<file path="src/rtl/sort_mem_pkg.sv">
// sort_mem_pkg: response codes, FSM encodings and address helper shared by the memory responder.
package sort_mem_pkg;
  localparam int CNT_W = 4;
  localparam logic RESP_OKAY = 1'b0;
  localparam logic RESP_ERROR = 1'b1;
  typedef enum logic [1:0] {R_IDLE = 2'd0, R_WAIT = 2'd1, R_RESP = 2'd2} rd_state_t;
  typedef enum logic [1:0] {W_COLLECT = 2'd0, W_COMMIT = 2'd1, W_RESP = 2'd2} wr_state_t;
  function automatic logic addr_ok(input int unsigned addr, input int unsigned depth);
    return addr < depth;
  endfunction
endpackage

</file>
<file path="src/rtl/sort_mem_storage.sv">
// sort_mem_storage: register-file memory with bus and backdoor write ports (bus wins) and two async read ports.
module sort_mem_storage
  import sort_mem_pkg::*;
#(
  parameter int ADDR_WDTH = 4,
  parameter int DATA_WDTH = 32,
  parameter int MEM_DEPTH = 16
) (
  input  logic                 clk,
  input  logic                 rst_n,
  input  logic                 i_bus_we,
  input  logic [ADDR_WDTH-1:0] i_bus_addr,
  input  logic [DATA_WDTH-1:0] i_bus_wdata,
  input  logic                 i_dbg_we,
  input  logic [ADDR_WDTH-1:0] i_dbg_addr,
  input  logic [DATA_WDTH-1:0] i_dbg_wdata,
  input  logic [ADDR_WDTH-1:0] i_rd_addr,
  output logic [DATA_WDTH-1:0] o_rd_data,
  output logic [DATA_WDTH-1:0] o_dbg_rdata
);
  logic [DATA_WDTH-1:0] r_mem [MEM_DEPTH];
  logic w_bus_ok, w_dbg_ok, w_rd_ok;
  assign w_bus_ok = addr_ok(32'(i_bus_addr), MEM_DEPTH);
  assign w_dbg_ok = addr_ok(32'(i_dbg_addr), MEM_DEPTH);
  assign w_rd_ok  = addr_ok(32'(i_rd_addr), MEM_DEPTH);
  // The bus assignment comes last so it overrides a same-address backdoor write.
  always_ff @(posedge clk or negedge rst_n) begin
    if (!rst_n) begin
      for (int i = 0; i < MEM_DEPTH; i++) r_mem[i] <= '0;
    end else begin
      if (i_dbg_we && w_dbg_ok) r_mem[i_dbg_addr] <= i_dbg_wdata;
      if (i_bus_we && w_bus_ok) r_mem[i_bus_addr] <= i_bus_wdata;
    end
  end
  assign o_rd_data   = w_rd_ok  ? r_mem[i_rd_addr]  : '0;
  assign o_dbg_rdata = w_dbg_ok ? r_mem[i_dbg_addr] : '0;
endmodule

</file>
<file path="src/rtl/sort_mem_responder.sv">
// sort_mem_responder: five-channel memory responder with programmable read latency and a backdoor debug port.
module sort_mem_responder
  import sort_mem_pkg::*;
#(
  parameter int ADDR_WDTH = 4,
  parameter int DATA_WDTH = 32,
  parameter int RESP_WDTH = 1,
  parameter int MEM_DEPTH = 16,
  parameter int RD_LAT    = 1
) (
  input  logic                 clk,
  input  logic                 rst_n,
  input  logic                 ar_valid,
  output logic                 ar_ready,
  input  logic [ADDR_WDTH-1:0] ar_address,
  output logic                 r_valid,
  input  logic                 r_ready,
  output logic [DATA_WDTH-1:0] r_data,
  output logic [RESP_WDTH-1:0] r_resp,
  input  logic                 aw_valid,
  output logic                 aw_ready,
  input  logic [ADDR_WDTH-1:0] aw_address,
  input  logic                 w_valid,
  output logic                 w_ready,
  input  logic [DATA_WDTH-1:0] w_data,
  output logic                 b_valid,
  input  logic                 b_ready,
  output logic [RESP_WDTH-1:0] b_resp,
  input  logic                 dbg_we,
  input  logic [ADDR_WDTH-1:0] dbg_addr,
  input  logic [DATA_WDTH-1:0] dbg_wdata,
  output logic [DATA_WDTH-1:0] dbg_rdata
);
  localparam logic [CNT_W-1:0] CNT_INIT = (RD_LAT == 0) ? '0 : CNT_W'(RD_LAT - 1);
  localparam logic [RESP_WDTH-1:0] R_OK = RESP_WDTH'(RESP_OKAY);
  localparam logic [RESP_WDTH-1:0] R_ERR = RESP_WDTH'(RESP_ERROR);
  if (MEM_DEPTH > 2 ** ADDR_WDTH) begin : g_depth_chk
    $error("MEM_DEPTH exceeds the address space");
  end
  rd_state_t r_rstate, w_rnext;
  wr_state_t r_wstate, w_wnext;
  logic [CNT_W-1:0]     r_rcnt;
  logic [ADDR_WDTH-1:0] r_araddr, r_awaddr, w_rd_addr;
  logic [DATA_WDTH-1:0] r_rdata, r_wdata, w_mem_rdata;
  logic [RESP_WDTH-1:0] r_rresp, r_bresp;
  logic r_aw_got, r_w_got;
  logic w_ar_hs, w_aw_hs, w_w_hs, w_rd_ok, w_wr_ok, w_commit;
  assign w_ar_hs   = ar_valid & ar_ready;
  assign w_aw_hs   = aw_valid & aw_ready;
  assign w_w_hs    = w_valid & w_ready;
  // With zero latency the sample happens on the handshake edge, before the address is latched.
  assign w_rd_addr = (r_rstate == R_IDLE) ? ar_address : r_araddr;
  assign w_rd_ok   = addr_ok(32'(w_rd_addr), MEM_DEPTH);
  assign w_wr_ok   = addr_ok(32'(r_awaddr), MEM_DEPTH);
  assign w_commit  = (r_wstate == W_COMMIT);
  sort_mem_storage #(
    .ADDR_WDTH(ADDR_WDTH),
    .DATA_WDTH(DATA_WDTH),
    .MEM_DEPTH(MEM_DEPTH)
  ) u_storage (
    .clk         (clk),
    .rst_n       (rst_n),
    .i_bus_we    (w_commit),
    .i_bus_addr  (r_awaddr),
    .i_bus_wdata (r_wdata),
    .i_dbg_we    (dbg_we),
    .i_dbg_addr  (dbg_addr),
    .i_dbg_wdata (dbg_wdata),
    .i_rd_addr   (w_rd_addr),
    .o_rd_data   (w_mem_rdata),
    .o_dbg_rdata (dbg_rdata)
  );
  always_ff @(posedge clk or negedge rst_n) begin
    if (!rst_n) begin
      r_rstate <= R_IDLE;
      r_rcnt   <= '0;
      r_araddr <= '0;
      r_rdata  <= '0;
      r_rresp  <= '0;
    end else begin
      r_rstate <= w_rnext;
      if (w_ar_hs) begin
        r_araddr <= ar_address;
        r_rcnt   <= CNT_INIT;
      end else if (r_rstate == R_WAIT) begin
        r_rcnt <= r_rcnt - CNT_W'(1);
      end
      if (w_rnext == R_RESP && r_rstate != R_RESP) begin
        r_rdata <= w_mem_rdata;
        r_rresp <= w_rd_ok ? R_OK : R_ERR;
      end
    end
  end
  always_comb begin
    w_rnext = r_rstate;
    case (r_rstate)
      R_IDLE:  if (ar_valid) w_rnext = (RD_LAT == 0) ? R_RESP : R_WAIT;
      R_WAIT:  if (r_rcnt == '0) w_rnext = R_RESP;
      R_RESP:  if (r_ready) w_rnext = R_IDLE;
      default: w_rnext = R_IDLE;
    endcase
  end
  always_ff @(posedge clk or negedge rst_n) begin
    if (!rst_n) begin
      r_wstate <= W_COLLECT;
      r_aw_got <= 1'b0;
      r_w_got  <= 1'b0;
      r_awaddr <= '0;
      r_wdata  <= '0;
      r_bresp  <= '0;
    end else begin
      r_wstate <= w_wnext;
      if (w_aw_hs) begin
        r_aw_got <= 1'b1;
        r_awaddr <= aw_address;
      end
      if (w_w_hs) begin
        r_w_got <= 1'b1;
        r_wdata <= w_data;
      end
      if (w_commit) begin
        r_aw_got <= 1'b0;
        r_w_got  <= 1'b0;
        r_bresp  <= w_wr_ok ? R_OK : R_ERR;
      end
    end
  end
  always_comb begin
    w_wnext = r_wstate;
    case (r_wstate)
      W_COLLECT: if ((r_aw_got | w_aw_hs) & (r_w_got | w_w_hs)) w_wnext = W_COMMIT;
      W_COMMIT:  w_wnext = W_RESP;
      W_RESP:    if (b_ready) w_wnext = W_COLLECT;
      default:   w_wnext = W_COLLECT;
    endcase
  end
  always_comb begin
    ar_ready = (r_rstate == R_IDLE);
    r_valid  = (r_rstate == R_RESP);
    r_data   = r_rdata;
    r_resp   = r_rresp;
    aw_ready = (r_wstate == W_COLLECT) & ~r_aw_got;
    w_ready  = (r_wstate == W_COLLECT) & ~r_w_got;
    b_valid  = (r_wstate == W_RESP);
    b_resp   = r_bresp;
  end
endmodule

</file>
<file path="config.mk">
export PLATFORM = sky130hd
export DESIGN_NAME = sort_mem_responder
export DESIGN_NICKNAME = d
export VERILOG_FILES = /design/src/rtl/sort_mem_pkg.sv /design/src/rtl/sort_mem_storage.sv /design/src/rtl/sort_mem_responder.sv
export SDC_FILE = /design/constraint.sdc
export NUM_CORES = 2
export LEC_CHECK = 0
export CAP_MARGIN = 20
export CORE_MARGIN = 8
export CORE_UTILIZATION = 30
export CTS_CLUSTER_DIAMETER = 40
export CTS_CLUSTER_SIZE = 16
export DETAILED_ROUTE_END_ITERATION = 16
export GPL_TIMING_DRIVEN = 0
export PLACE_DENSITY = 0.46
export SLEW_MARGIN = 20
export SYNTH_ARGS = -nofsm -noshare
export SYNTH_HDL_FRONTEND = slang
export SYNTH_HIERARCHICAL = 1
export SYNTH_SLANG_ARGS = --single-unit
</file>
<file path="constraint.sdc">
create_clock -name clk -period 3.3 [get_ports clk]
set_input_delay 0.66 -clock clk [delete_from_list [all_inputs] [get_ports clk]]
set_output_delay 0.66 -clock clk [all_outputs]
set_load 0.02 [all_outputs]
</file>
==> run summary <==
Yosys cell types = 45
Result of the run = complete, but fails checks
Clk pin slew, worst setup/hold paths = 60 ps
Ratio of routed vias to standard cells = 6.67
Clock Sinks = 594
Count of final hold-check violations = 0
Max transition margin = 18.0%
Row count = 129
Peak clock frequency supported by timing = 296 MHz
Setup repair after global routing missed its margin = false
Worst skew pair latency = 750 ps
Critical path endpoint category = register
Cell chosen for the clock root = sky130_fd_sc_hd__clkbuf_16
Setup CP Type = register to register
Largest net degree at the start of global routing = 85
Crit path cell chain = nor2_4, mux2_2, buf_4, clkbuf_4, mux4_2, a22oi_1, nand2_1, mux2_2
DP Worst Slack = -1500 ps
Max-cap violations = 0
Horizontal die dimension = 368 um
Final GP Congestion = 0.985
Total instance count after detailed placement = 5649
Most used DFF post-synth = sky130_fd_sc_hd__dfrtp_1
DRC Markers = 0
Slew @ Worst Pin = 1230 ps
Total routing resource utilization after global routing = 29.2%
Synth-to-layout area growth = 23.8%
Cts bufs inserted = 139
Static leakage = 15.9 nW
Largest fanout on the critical path = 10
Buffers from clock root to sink, at most = 3
Worst Setup Start Kind = register
Hold/Removal Path Class = input pin to register
Global-route wire length before repair = 289 mm
Area of the mapped netlist = 37100 um^2
Post-synthesis register bit count = 594
Clock Skew = 35.1 ps
Buffers on Ports = 118
Post-detail-place hpwl = 150 mm
Final WS setup = -77.6 ps
Post-route insts no fill = 5905
Yosys warns = 6
Total chip power = 53.9 mW
Share of final-layout standard cells stronger than drive strength 1 = 20.6%
Final Instance Area = 45900 um^2
Final routed wire length divided by cell count = 34.9 um
Arrival time at the worst endpoint = 4020 ps
Initial antenna violation count = 10
DRT antenna net count = 0
Async S/R FF share, synth = 100%
Avg Cell Area, Syn = 9.55 um^2
Final critical path time including I/O delays and setup = 3380 ps
Placeable core region = 123000 um^2
Violated checks = setup timing
Initial DRC Count = 5879
Tcrit/Tclk final = 102%
Largest vdd supply drop = 0.586 mV
Required arrival time at the worst endpoint = 3940 ps
Longest individual stage delay on the worst path = 470 ps
DRT Pass-1 Iters = 6
Overall via count from detail_route = 39400
Clock tree from TritonCTS = built
Max stage delay cell, worst path = sky130_fd_sc_hd__dfrtp_1
Total global routing overflow = 0
Total setup violations reported at the end of the flow = 11
Total Nets Final = 4239
Number of max-slew violations in the final report = 0
Standard cell area after detailed placement = 40500 um^2
Die Height = 368 um
Aggregate routed wire length = 206 mm
I/O Pins = 155
Cell count after synthesis = 3885
Effective utilization at floorplan = 30.1%
Post-synth EDFFs = 0
Library cell appearing most often on the critical path = sky130_fd_sc_hd__mux2_2
Die area = 135000 um^2
Proportion of synthesized chip area in sequential cells = 40.1%
Via count of the first global-routing pass = 38700
Util after Layout = 37.3%
H-tree levels = 4
Pwr dens = 1170 nW/um^2
-- final timing paths --
path,start,to,slack [ps],depth (start not counted)
worst max-delay path,r_rstate[0],r_data[1],-80,8
worst min-delay path,dbg_wdata[1],u_storage/r_mem[161],330,3
worst max register to register,r_rstate[0],r_data[1],-80,8
worst min register to register,r_wdata[31],r_wdata[31],500,1
max in group asynchronous,rst_n,u_storage/r_mem[106],1060,5
min in group asynchronous,rst_n,u_storage/r_mem[474],490,2
-- metal layers --
metal | share of wire, % | wire (um) | track usage, %
met5 | 0.0063 | 13 | 0
met4 | 6.1 | 12700 | 15.0
met3 | 13 | 26000 | 10.0
met2 | 43 | 89600 | 44.1
met1 | 38 | 78000 | 36.9
-- cell type report --
class,count,area [um^2]
inverter,5,18.8
multi-input combinational,2657,19700
buffer,628,3180
timing repair buffer,129,1370
tap,1637,2050
sequential,594,14900
clock inverter,68,840
clock buffer,183,3900
fill,12300,77200
antenna,4,10.0
-- flip-flops by register name (all words and copies together) (netlist names) --
| register | count |
|---|---|
| r_aw_got | 1 |
| r_wstate | 2 |
| r_araddr | 4 |
| r_wdata | 32 |
| u_storage/r_mem | 512 |
| r_w_got | 1 |
| r_data | 32 |
| r_awaddr | 4 |
| r_rcnt | 4 |
| r_rstate | 2 |
-- synthesized netlist by cell type, types with 11 or more instances --
cell type                    n  area share [%]
sky130_fd_sc_hd__buf_1      47            0.48
sky130_fd_sc_hd__mux4_2    256              16
sky130_fd_sc_hd__nor3_1    514             6.9
sky130_fd_sc_hd__or2_2      11            0.19
sky130_fd_sc_hd__o21ai_0   489             6.6
sky130_fd_sc_hd__nand3_1   515             7.0
sky130_fd_sc_hd__clkbuf_1  418             4.2
sky130_fd_sc_hd__mux2_4     33             1.3
sky130_fd_sc_hd__buf_4      12            0.24
sky130_fd_sc_hd__buf_6      29            0.88
sky130_fd_sc_hd__nand2_1    71            0.72
sky130_fd_sc_hd__a22oi_1   128             2.6
sky130_fd_sc_hd__buf_2     121             1.6
sky130_fd_sc_hd__a31oi_1   512             8.6
sky130_fd_sc_hd__dfrtp_1   594              40
sky130_fd_sc_hd__mux2_2     43             1.3
sky130_fd_sc_hd__o21ai_1    28            0.38
-- worst max-delay path: cells and delay by family, from the launching register on --
family	cells	cell delay, ps
flip-flops	1	470
AO/OA/AOI/OAI	1	430
multiplexers	3	980
AND/OR/NAND/NOR	2	540
buffers and inverters	2	850
-- cell usage in the layout (no fill, tap or decap), drive strengths merged, types with 2 or more instances in the layout --
cell type and instances:
nand3 515, dfrtp 594, clkbuf 610, a31oi 512
or2b 2, mux2 76, clkdlybuf4s15 10, nor2 6
clkdlybuf4s50 83, nand2b 7, and3b 2, diode 4
conb 2, clkinv 29, and2 5, buf 222
nand2 71, or3b 2, nor3b 3, o21ai 517
nor3 515, mux4 256, a22oi 128, or2 18
bufinv 15, inv 18, nand3b 4, dlygate4sd2 13
nor2b 6, clkinvlp 11
-- cell families after synthesis --
logic type	share of synthesized area [%]
buffers and inverters	7.68
adder cells (fa/ha/maj)	0.0337
multiplexers	18.2
AO/OA/AOI/OAI	18.3
flip-flops	40.1
other	0.0101
AND/OR/NAND/NOR	15.7
-- what timing repair did --
action,in CTS,in global routing
gates cloned,1,0
gates resized for setup,223,71
hold buffers,1,0
pin swaps,17,20
hold endpoints to repair,66,0
setup buffers,1,0
endpoints found under the setup margin,64,48
-- power by group --
group	switching (mW)	internal (mW)	leakage, nW
Combinational	15.9	9.59	6.71
Clock	4.79	9.46	2.31
Sequential	3.07	11.1	6.93
Total	23.7	30.2	15.9
-- per-stage QoR --
stage,TNS (ps),hold slack [ps]
after floorplan,0,364
after global placement,-,486
after detailed placement,-66380,493
after CTS,-581,307
after global routing,0,356
final,-368,331
Note: power is estimated with default switching activity, not from simulation.
